**config.mk**
```make
export PLATFORM = sky130hd
export DESIGN_NAME = ecc_156_enc_fault_detc
export DESIGN_NICKNAME = d
export VERILOG_FILES = /design/src/rtl/ecc_156_pkg.sv /design/src/rtl/ecc_156_enc.sv /design/src/rtl/ecc_156_enc_fault_detc.sv
export SDC_FILE = /design/constraint.sdc
export NUM_CORES = 1
export LEC_CHECK = 0
export ABC_AREA = 1
export ABC_CLOCK_PERIOD_IN_PS = 1300
export CORE_AREA = 2 2 213 215
export CTS_CLUSTER_DIAMETER = 60
export CTS_CLUSTER_SIZE = 10
export DETAILED_ROUTE_END_ITERATION = 8
export DIE_AREA = 0 0 215 217
export PLACE_DENSITY = 0.84
export SYNTH_ARGS = -nofsm -noshare
export SYNTH_HDL_FRONTEND = slang
export SYNTH_HIERARCHICAL = 1
export SYNTH_SLANG_ARGS = --single-unit
```
**constraint.sdc**
```tcl
create_clock -name clk -period 1.3 [get_ports clk]
set_input_delay 0.13 -clock clk [delete_from_list [all_inputs] [get_ports clk]]
set_output_delay 0.13 -clock clk [all_outputs]
set_load 0.01 [all_outputs]
```
**src/rtl/ecc_156_pkg.sv**
```systemverilog
// ecc_156_pkg: shared constants, position map and parity coverage masks for the 156-bit SECDED code
package ecc_156_pkg;
  localparam int DATA_WIDTH   = 156;
  localparam int PARITY_WIDTH = 9;
  localparam int CNT_WIDTH    = 8;
  localparam int CW_TOP       = DATA_WIDTH + PARITY_WIDTH - 1;

  typedef enum logic [1:0] {
    INJ_NONE   = 2'b00,
    INJ_SINGLE = 2'b01,
    INJ_DOUBLE = 2'b10,
    INJ_NONE3  = 2'b11
  } inj_mode_e;

  function automatic int data_pos(input int j);
    int n;
    n = 0;
    data_pos = 0;
    for (int p = 1; p <= CW_TOP; p++)
      if ((p & (p - 1)) != 0) begin
        if (n == j) data_pos = p;
        n++;
      end
  endfunction

  function automatic logic [DATA_WIDTH-1:0] cov_mask(input int i);
    cov_mask = '0;
    for (int j = 0; j < DATA_WIDTH; j++) cov_mask[j] = ((data_pos(j) >> i) & 1) != 0;
  endfunction

  localparam logic [7:0][DATA_WIDTH-1:0] COV_MASK = {
    cov_mask(7), cov_mask(6), cov_mask(5), cov_mask(4),
    cov_mask(3), cov_mask(2), cov_mask(1), cov_mask(0)
  };
endpackage

```
**src/rtl/ecc_156_enc.sv**
```systemverilog
// ecc_156_enc: combinational data -> 9-bit SECDED parity
module ecc_156_enc
  import ecc_156_pkg::*;
(
  input  logic [DATA_WIDTH-1:0]   data,
  output logic [PARITY_WIDTH-1:0] parity
);
  logic [7:0] h;
  // Hamming bits: XOR of data bits whose codeword position has bit i set
  always_comb begin
    h = '0;
    for (int i = 0; i < 8; i++) h[i] = ^(data & COV_MASK[i]);
  end
  assign parity = {^{data, h}, h};
endmodule

```
**src/rtl/ecc_156_enc_fault_detc.sv**
```systemverilog
// ecc_156_enc_fault_detc: redundant SECDED encoder with fault compare, output register stage and error injection
module ecc_156_enc_fault_detc
  import ecc_156_pkg::*;
(
  input  logic                    clk,
  input  logic                    rst_n,
  input  logic                    in_valid,
  output logic                    in_ready,
  input  logic [DATA_WIDTH-1:0]   data_in,
  input  logic                    bypass,
  input  logic                    ecc_fault_detc_en,
  input  logic                    force_mismatch,
  input  logic                    inj_arm,
  input  logic [1:0]              inj_mode,
  input  logic                    fault_clr,
  output logic                    out_valid,
  input  logic                    out_ready,
  output logic [DATA_WIDTH-1:0]   data_out,
  output logic [PARITY_WIDTH-1:0] parity_out,
  output logic                    ecc_fault,
  output logic                    fault_sticky,
  output logic [CNT_WIDTH-1:0]    fault_cnt,
  output logic                    inj_pending
);
  logic [PARITY_WIDTH-1:0] enc0, enc1_raw, enc1;
  logic accept, mismatch, inj_apply;
  logic [1:0] flip2;
  logic [DATA_WIDTH-1:0] inj_flip;
  logic out_valid_q, out_valid_d;
  logic [DATA_WIDTH-1:0] data_q, data_d;
  logic [PARITY_WIDTH-1:0] parity_q, parity_d;
  logic ecc_fault_q, ecc_fault_d;
  logic fault_sticky_q, fault_sticky_d;
  logic [CNT_WIDTH-1:0] fault_cnt_q, fault_cnt_d;
  logic inj_pending_q, inj_pending_d;
  inj_mode_e inj_mode_q, inj_mode_d;

  ecc_156_enc u0 (.data(data_in), .parity(enc0));
  ecc_156_enc u1 (.data(data_in), .parity(enc1_raw));

  assign enc1      = enc1_raw ^ {{(PARITY_WIDTH-1){1'b0}}, force_mismatch};
  assign in_ready  = ~out_valid_q | out_ready;
  assign accept    = in_valid & in_ready;
  assign mismatch  = (enc0 != enc1) & ecc_fault_detc_en & ~bypass;
  // an arm in the same cycle as an accept targets the following beat
  assign inj_apply = inj_pending_q & ~inj_arm & ~bypass;
  assign flip2     = inj_mode_q == INJ_SINGLE ? 2'b01 : inj_mode_q == INJ_DOUBLE ? 2'b11 : 2'b00;
  assign inj_flip  = DATA_WIDTH'(inj_apply ? flip2 : 2'b00);

  // next state of the output stage, fault bookkeeping and injection arm
  always_comb begin
    out_valid_d    = accept | (out_valid_q & ~out_ready);
    data_d         = accept ? data_in ^ inj_flip : data_q;
    parity_d       = accept ? (bypass ? '0 : enc0) : parity_q;
    ecc_fault_d    = accept ? mismatch : ecc_fault_q;
    fault_sticky_d = fault_clr ? 1'b0 : fault_sticky_q | (accept & mismatch);
    fault_cnt_d    = fault_clr ? '0 : (accept & mismatch & ~&fault_cnt_q) ? fault_cnt_q + 1'b1 : fault_cnt_q;
    inj_pending_d  = inj_arm | (inj_pending_q & ~accept);
    inj_mode_d     = inj_arm ? inj_mode_e'(inj_mode) : inj_mode_q;
  end

  // state registers
  always_ff @(posedge clk or negedge rst_n) begin
    if (!rst_n) begin
      out_valid_q    <= 1'b0;
      data_q         <= '0;
      parity_q       <= '0;
      ecc_fault_q    <= 1'b0;
      fault_sticky_q <= 1'b0;
      fault_cnt_q    <= '0;
      inj_pending_q  <= 1'b0;
      inj_mode_q     <= INJ_NONE;
    end else begin
      out_valid_q    <= out_valid_d;
      data_q         <= data_d;
      parity_q       <= parity_d;
      ecc_fault_q    <= ecc_fault_d;
      fault_sticky_q <= fault_sticky_d;
      fault_cnt_q    <= fault_cnt_d;
      inj_pending_q  <= inj_pending_d;
      inj_mode_q     <= inj_mode_d;
    end
  end

  assign out_valid    = out_valid_q;
  assign data_out     = data_q;
  assign parity_out   = parity_q;
  assign ecc_fault    = ecc_fault_q;
  assign fault_sticky = fault_sticky_q;
  assign fault_cnt    = fault_cnt_q;
  assign inj_pending  = inj_pending_q;
endmodule
```
==> results of run 1 <==
[timing repair]
item                                     CTS
hold buffers                              84
gates resized for setup                 2201
endpoints found under the hold margin    262
setup buffers                            120
gates cloned                              68
endpoints found under the setup margin   350
pin swaps                                632
[layer usage]
layer | GRT usage | GRT overflow
met2 | 0.990 | 267
met1 | 0.814 | 13
met5 | 0.459 | 1
met4 | 0.867 | 136
met3 | 0.727 | 9
[logic make-up after synthesis]
family	synth area share
compound gates	0.00364
xor+xnor	0.109
simple gates	0.584
flops	0.201
fa+ha+maj	0.00112
buf+inv	0.101
[metrics by stage]
stage / cells / setup slack, ps / TNS, ps
floorplan: 4290 / -1200 / -13180
global placement: 5501 / -2310 / -82070
detailed placement: 5501 / -2410 / -89310
CTS: 5802 / -1240 / -52850
[Yosys cell counts (2+ instances only)]
cell	number
clkbuf_2	6
nor2_1	69
nand3_2	13
clkbuf_1	9
xor2_2	2
buf_6	4
buf_2	49
inv_1	440
o21ai_0	8
dfrtp_1	179
xnor2_1	137
ha_1	2
xnor2_2	8
nand4_1	5
nand2_1	2780
or2_1	2
clkinv_1	3
nand2_2	96
inv_4	2
nor2_2	7
nand3b_1	10
nand3_1	268
o21ai_1	4
buf_4	10
xor2_1	123
inv_2	42
nand2_4	7
==> impl_results.md, run 1 <==
- Area contributors post-synth: nand2_1 (47%), dfrtp_1 (20%), inv_1 (7.4%)
- CTS Buf Count: 17
- Initial Util: 0.499
- Post-synthesis cell type count: 32
- H-tree depth: 4
- Die Span Y: 217 um
- Placer Congestion: 0.936
- Post-synthesis sequential area ratio: 0.201
- Top cell type's share of synthesized area: 0.468
- Dpl cell area: 0.0295 mm2
- Root buffer cell: clkbuf_16
- Largest net degree at the start of global routing: 35
- Post-synthesis cell area: approximately 0.022 mm2
- Synth Area per Inst: around 5.2 um2
- Stage reached: 5_1_grt
- GR Overflow Total: 426
- Top Ports: about 350
- Post-synth top flop: dfrtp_1
- Post-synth EDFFs: 0
- Post-GRT worst EP: fault_cnt[2]$_DFFE_PN0P_/D
- Number of port buffers: between 300 and 400
- Row count: 78
- Async set-reset flop share out of synthesis: 1.00
- Status: stopped before the end
- Sink Count: 179
- Synthesis Warnings: 6
- DP HPWL: 57.5 mm
- Cells after synthesis: 4,290
- Worst-path end type: register data pin
- Max clock buf depth: 2
- Error: [ERROR GRT-0232] Routing congestion too high. Check the congestion heatmap in the GUI.
- Die X: 215 um
- Synth area leader: nand2_1
- Flops & latches, synth: 179
- Post-synth net total: 4,459
- Gr usage total: 0.841
==> inputs of run 2 (changes only) <==
--- a/config.mk
+++ b/config.mk
@@ -6,13 +6,11 @@
 export NUM_CORES = 1
 export LEC_CHECK = 0
 export ABC_AREA = 1
-export ABC_CLOCK_PERIOD_IN_PS = 1300
-export CORE_AREA = 2 2 213 215
-export CTS_CLUSTER_DIAMETER = 60
-export CTS_CLUSTER_SIZE = 10
+export ABC_CLOCK_PERIOD_IN_PS = 1700
+export CORE_AREA = 2 2 240 242
 export DETAILED_ROUTE_END_ITERATION = 8
-export DIE_AREA = 0 0 215 217
-export PLACE_DENSITY = 0.84
+export DIE_AREA = 0 0 242 244
+export PLACE_DENSITY_LB_ADDON = 0.15
 export SYNTH_ARGS = -nofsm -noshare
 export SYNTH_HDL_FRONTEND = slang
 export SYNTH_HIERARCHICAL = 1
==> constraint.sdc (replaced) <==
create_clock -name clk -period 1.7 [get_ports clk]
set_input_delay 0.17 -clock clk [delete_from_list [all_inputs] [get_ports clk]]
set_output_delay 0.17 -clock clk [all_outputs]
set_load 0.01 [all_outputs]
==> impl_results.md, run 2 <==
- Status: finished, violations left
- Failing checks: hold timing, setup timing
- Commonest non-fill, non-tap cell in the layout: nand2_1
- Post-synthesis cell area: 0.0223 mm2
- DP HPWL: about 58 mm
- Post-DR wirelength/cell: 14.3 um
- GR Overflow Total: 0
- Max-Cap Viols: 0
- Metal-1 WL: 36.5 mm
- Final Cell Area: 0.0375 mm2
- Drt first-iter violations: 1,493
- Cells after synthesis: 4,290
- Slowest cell on crit path: dlygate4sd2_1
- Initial antenna violation count: 0
- Hold/Removal Path Class: in -> reg
- Post-synth net total: 4,459
- Post-synth EDFFs: 0
- Die Span Y: around 240 um
- Dpl cell area: approximately 0.029 mm2
- Final Critical Period: 2780 ps
- Full die area: slightly below 0.06 mm2
- Wire length on met2: between 40 and 50 mm
- Arr. time, crit path: 3230 ps
- Row count: between 80 and 90
- Switch share: 0.467
- Net Sw Power: approximately 13,000 uW
- First-pass GRT wire length: 125 mm
- CTS tree: done
- Worst path required time: 2150 ps
- Pint: between 15,000 and 20,000 uW
- Fin Hold WS: -23.1 ps
- Vias in the first global route: roughly 25,000
- Top Ports: ~350
- Clock group share of total power: 0.153
- Post-synth top flop: dfrtp_1
- Placed Cells: about 5,600
- Synth top cells by count: nand2_1 (2,780), inv_1 (440), nand3_1 (268)
- Setup TNS: -11,490 ps
- Top cell type's share of synthesized area: 0.468
- Worst VDD drop: ~0.0012 V
- Post-synthesis sequential area ratio: 0.201
- Power per cell area: 756 mW/mm2
- Async set-reset flop share out of synthesis: 1.00
- Endpoint class of the critical path: register
- Comb power frac: 0.666
- Final wirelength: 84.1 mm
- Max Transition Viols Final: 0
- CTS Buf Count: 17
- Skew final: around 9.4 ps
- Top layer in use: met4
- Fin crit share: 1.63
- Most common cell in the netlist: nand2_1
- Critical Path Source Type: input port
- Reg clk slew, reported paths: about 80 ps
- Fmax: 360 MHz
- Via-per-instance ratio: roughly 4.8
- Synth area leader: nand2_1
- Antenna-violating nets left: 0
- Commonest cells after routing, fill and taps aside: nand2_1 (2,011), nand2_2 (691), buf_4 (315)
- Max-slew headroom at the worst pin: 0.645
- Core area: between 0.05 and 0.06 mm2
- WL met3: 3.50 mm
- Final setup fails: 12
- Layout fillers: 5,055
- Final Hold Viols: 6
- Final std cells w/o fill: 5,859
- RSZ-0062 raised after global routing: yes
- Layout cells sized above 1: 0.401
- Flops & latches, synth: 179
- Worst slew pin tran: 532 ps
- Critical path class: in -> reg
- Synthesis Warnings: 6
- Synth Area per Inst: 5.20 um2
- Max FFs per register: 156
- Placer Congestion: ~0.9
- Area contributors post-synth: nand2_1 (47%), dfrtp_1 (20%), inv_1 (7.4%)
- Root buffer cell: clkbuf_16
- Gr usage total: 0.260
- Vias: 28,100
- Number of port buffers: 344
- Synthesis-to-layout area growth: 68.0%
- Sink Count: 179
- Initial Util: 0.397
- Post-synthesis cell type count: 32
- Setup ws final: -1080 ps
- Die X: ~240 um
- Residual DRC: 0
- First-pass iteration count of the detailed router: 5
- Pleak: between 0.02 and 0.025 uW
- Final net count: 5,258
- Largest net degree at the start of global routing: 91
- Worst-Skew Late Latency: approximately 510 ps
- Worst path most repeated cell: nand2_1
- Crit path max fanout: 6
- H-tree depth: 4
- Final core utilization: 0.668
- Sequential Power Share: 0.182
- CP max stage delay: 240 ps
- Max clock buf depth: 2
## run 2: cell counts after synthesis
Identical to the previous run, type by type.
## run 2: path summary, 6_finish.rpt
path	start	end	slack, ps	cells past startpoint
setup / recovery	data_in[27]	fault_cnt[1]	-1080	31
hold / removal	data_in[97]	data_out[97]	-20	3
setup reg to reg	fault_cnt[0]	fault_cnt[1]	160	8
hold reg to reg	data_out[71]	data_out[71]	470	2
max in group asynchronous	rst_n	data_out[37]	900	3
min in group asynchronous	rst_n	data_out[120]	200	2
## run 2: repair_timing
| item | in CTS | in global routing |
|---|---|---|
| endpoints found under the hold margin | 53 | 33 |
| gates cloned | 33 | 7 |
| pin swaps | 329 | 633 |
| setup buffers | 69 | 52 |
| resized for setup | 966 | 1259 |
| hold buffers | 10 | 33 |
| setup endpoints to repair | 29 | 21 |
## run 2: layer usage
metal / GRT usage / up-vias
met3: 0.0384 / 130
met2: 0.453 / 601
li1: - / 14300
met5: 0 / -
met1: 0.332 / 13000
met4: 0.0761 / 0
## run 2: cell type report
type	count	area (um2)	share of cell area
multi-input combinational	3546	21200	0.565
timing repair buffer	858	8350	0.223
sequential	179	4480	0.119
inverter	487	1930	0.0515
tap	756	946	0.0252
clock buffer	18	439	0.0117
clock inverter	14	168	0.00447
antenna	1	2.50	0.0000667
## run 2: power by group through the flow
stage                     clock network (uW)  logic (uW)  registers, uW
after floorplan                            0        7910           5480
after global placement                     0       13400           5220
after detailed placement                   0       13500           5220
after CTS                               4440       15700           5150
after global routing                    4590       20500           5220
final                                   4330       18900           5150
## run 2: cells by family (layout without fill, tap and decap cells)
group,count (synthesis),in the layout,share of synthesized area
AOI/OAI and AO/OA,14,14,0.00364
xor gates and xnor gates,270,270,0.109
adders and majority gates,2,2,0.00112
buffers and inverters,565,1377,0.101
DFF,179,179,0.201
other,0,1,0
and+or+nand+nor,3260,3260,0.584
## run 2: metrics by stage
step                worst slack (ps)  total power (uW)
global placement               -2080             18600
detailed placement             -2130             18700
CTS                            -1030             25200
finish                         -1080             28400
floorplan                       -840             13400
global route                   -1280             30300
## run 2: critical path: cells and delay by family
| family | cells | cell delay [ps] |
|---|---|---|
| XOR/XNOR | 1 | 130 |
| buffers and inverters | 5 | 690 |
| AND/OR/NAND/NOR | 25 | 2200 |
Note: power is estimated with default switching activity, not from simulation.
==> inputs of run 3 (changes only) <==
--- a/config.mk
+++ b/config.mk
@@ -6,10 +6,10 @@
 export NUM_CORES = 1
 export LEC_CHECK = 0
 export ABC_AREA = 1
-export ABC_CLOCK_PERIOD_IN_PS = 1700
-export CORE_AREA = 2 2 240 242
+export ABC_CLOCK_PERIOD_IN_PS = 3200
+export CORE_AREA = 2 2 256 258
 export DETAILED_ROUTE_END_ITERATION = 8
-export DIE_AREA = 0 0 242 244
+export DIE_AREA = 0 0 258 260
 export PLACE_DENSITY_LB_ADDON = 0.15
 export SYNTH_ARGS = -nofsm -noshare
 export SYNTH_HDL_FRONTEND = slang
==> constraint.sdc (replaced) <==
create_clock -name clk -period 3.2 [get_ports clk]
set_input_delay 0.32 -clock clk [delete_from_list [all_inputs] [get_ports clk]]
set_output_delay 0.32 -clock clk [all_outputs]
set_load 0.01 [all_outputs]
==> impl_results.md, run 3 (synthesis gave the netlist of run 2 again) <==
- Crit Reg-Reg Startpoint: out_valid
- Top Ports: 345
- Fin crit share: 0.929
- Max clock buf depth: 2
- Setup TNS: 0 ps
- Max FFs per register: ~160
- Worst path most repeated cell: nand2_1
- Endpoint class of the critical path: register
- Setup ws final: about 230 ps
- Placer Congestion: 0.878
- Initial Util: 0.348
- Final net count: 5,171
- CP max stage delay: 280 ps
- Largest net degree at the start of global routing: between 90 and 100
- Layout cells sized above 1: 0.269
- Crit path max fanout: 8
- Post-DR wirelength/cell: 13.7 um
- Hold Path End: data_out[50]
- Commonest cells after routing, fill and taps aside: nand2_1 (2,318), nand2_2 (508), inv_1 (396)
- Full die area: ~0.067 mm2
- Reg-to-reg endpoint: fault_cnt[7]
- Drt first-iter violations: between 1,000 and 1,500
- Die X: 258 um
- First-pass iteration count of the detailed router: 5
- Critical path class: in -> reg
- Core area: 0.0641 mm2
- Hold/Removal Path Class: in -> reg
- Worst VDD drop: 0.000546 V
- Reg clk slew, reported paths: 80 ps
- Reg2Reg Depth: 7
- Final setup fails: 0
- Status: finished clean
- Residual DRC: 0
- Power Total: 13,600 uW
- Initial antenna violation count: 4
- Vias in the first global route: about 23,000
- Worst path required time: 3610 ps
- Vias: 26,700
- Row count: 93
- RSZ-0062 raised after global routing: yes
- GR Overflow Total: 0
- Worst-Skew Late Latency: 510 ps
- Commonest non-fill, non-tap cell in the layout: nand2_1
- Pleak: about 0.021 uW
- Gr usage total: 0.222
- Power per cell area: 398 mW/mm2
- Critical Path Source Type: input port
- Via-per-instance ratio: 4.55
- Number of port buffers: about 340
- Skew final: 13.4 ps
- CTS Buf Count: 17
- First-pass GRT wire length: 119 mm
- Slowest cell on crit path: dlygate4sd2_1
- Setup WS pre-CTS: -806 ps
- Fmax: roughly 340 MHz
- CTS tree: done
- Final Critical Period: 2970 ps
- Register-to-register setup slack: 1500 ps
- Hold depth: 3
- H-tree depth: 4
- DP HPWL: around 61 mm
- Sink Count: roughly 180
- Max-slew headroom at the worst pin: 0.609
- Die Span Y: 260 um
- Final wirelength: 80.5 mm
- Antenna-violating nets left: 0
- Max Transition Viols Final: 0
- Synthesis-to-layout area growth: 53.4%
- Root buffer cell: clkbuf_16
- Final Hold Viols: 0
- Arr. time, crit path: 3380 ps
- Min-delay src: data_in[50]
- Worst slew pin tran: 586 ps
- Max-Cap Viols: 0
[run 3: cell count changes in the layout (fill, tap and decap cells not counted), moves of 36 or more]
| cell | previous run | this run |
|---|---|---|
| nand2_2 | 691 | 508 |
| xnor2_1 | 51 | 87 |
| inv_1 | 307 | 396 |
| nand3_1 | 133 | 209 |
| nand3_2 | 124 | 66 |
| buf_4 | 315 | 279 |
| dlygate4sd3_1 | 43 | 1 |
| nand2_1 | 2011 | 2318 |
| inv_2 | 144 | 78 |
| nand2_4 | 178 | 56 |
| dlymetal6s2s_1 | 1 | 113 |
[run 3: repair_timing]
| action | 4_1_cts | 5_1_grt |
|---|---|---|
| pin swaps | 12 | 320 |
| gates cloned | 1 | 36 |
| endpoints found under the setup margin | 10 | 10 |
| hold endpoints to repair | 59 | 0 |
| hold buffers | 1 | 0 |
| gates resized for setup | 97 | 982 |
| buffers inserted | 3 | 69 |
[run 3: routing by layer]
| layer | up-vias | routed length [um] | GRT usage |
|---|---|---|---|
| li1 | 14200 | - | - |
| met1 | 12000 | 36600 | 0.287 |
| met2 | 450 | 39500 | 0.384 |
| met3 | 81 | 2960 | 0.0287 |
| met4 | 0 | 1540 | 0.0637 |
| met5 | - | 0 | 0 |
[run 3: worst max-delay path, delay by kind of cell]
kind	cells	cell delay, ps
AND/OR/NAND/NOR	25	2260
XOR/XNOR	1	130
buffers and inverters	6	640
[run 3: area by class of cell]
class / instances / area, um2
flip-flops and latches: 179 / 4480
diodes: 3 / 7.51
clock inverters: 15 / 184
multi-input cells: 3546 / 18300
repair buffers: 771 / 7910
well taps: 855 / 1070
inverters: 487 / 1860
clock buffers: 17 / 425
fillers: 6471 / 29900
[run 3: worst max path at each step]
| stage | endpoint | slack [ps] | start |
|---|---|---|---|
| finish | fault_cnt[4] | 230 | data_in[101] |
| global route | fault_cnt[7] | -50 | data_in[130] |
| CTS | fault_cnt[7] | 0.2 | data_in[56] |
| detailed placement | fault_cnt[7] | -810 | data_in[10] |
| global placement | fault_cnt[3] | -740 | data_in[10] |
| floorplan | fault_cnt[2] | 450 | data_in[44] |
[run 3: per-stage QoR]
step	hold slack [ps]	util	instances	cell area, um2
after floorplan	24.4	-	4290	22300
after global placement	361	0.458	5729	29300
after detailed placement	360	0.458	5729	29300
after CTS	226	0.471	5766	30200
after global routing	102	0.534	5872	34200
final	107	0.534	5873	34200
[run 3: report_power, final]
part / switching, uW / internal, uW
clock: 1220 / 1060
sequential: 175 / 2560
combinational: 4950 / 3650
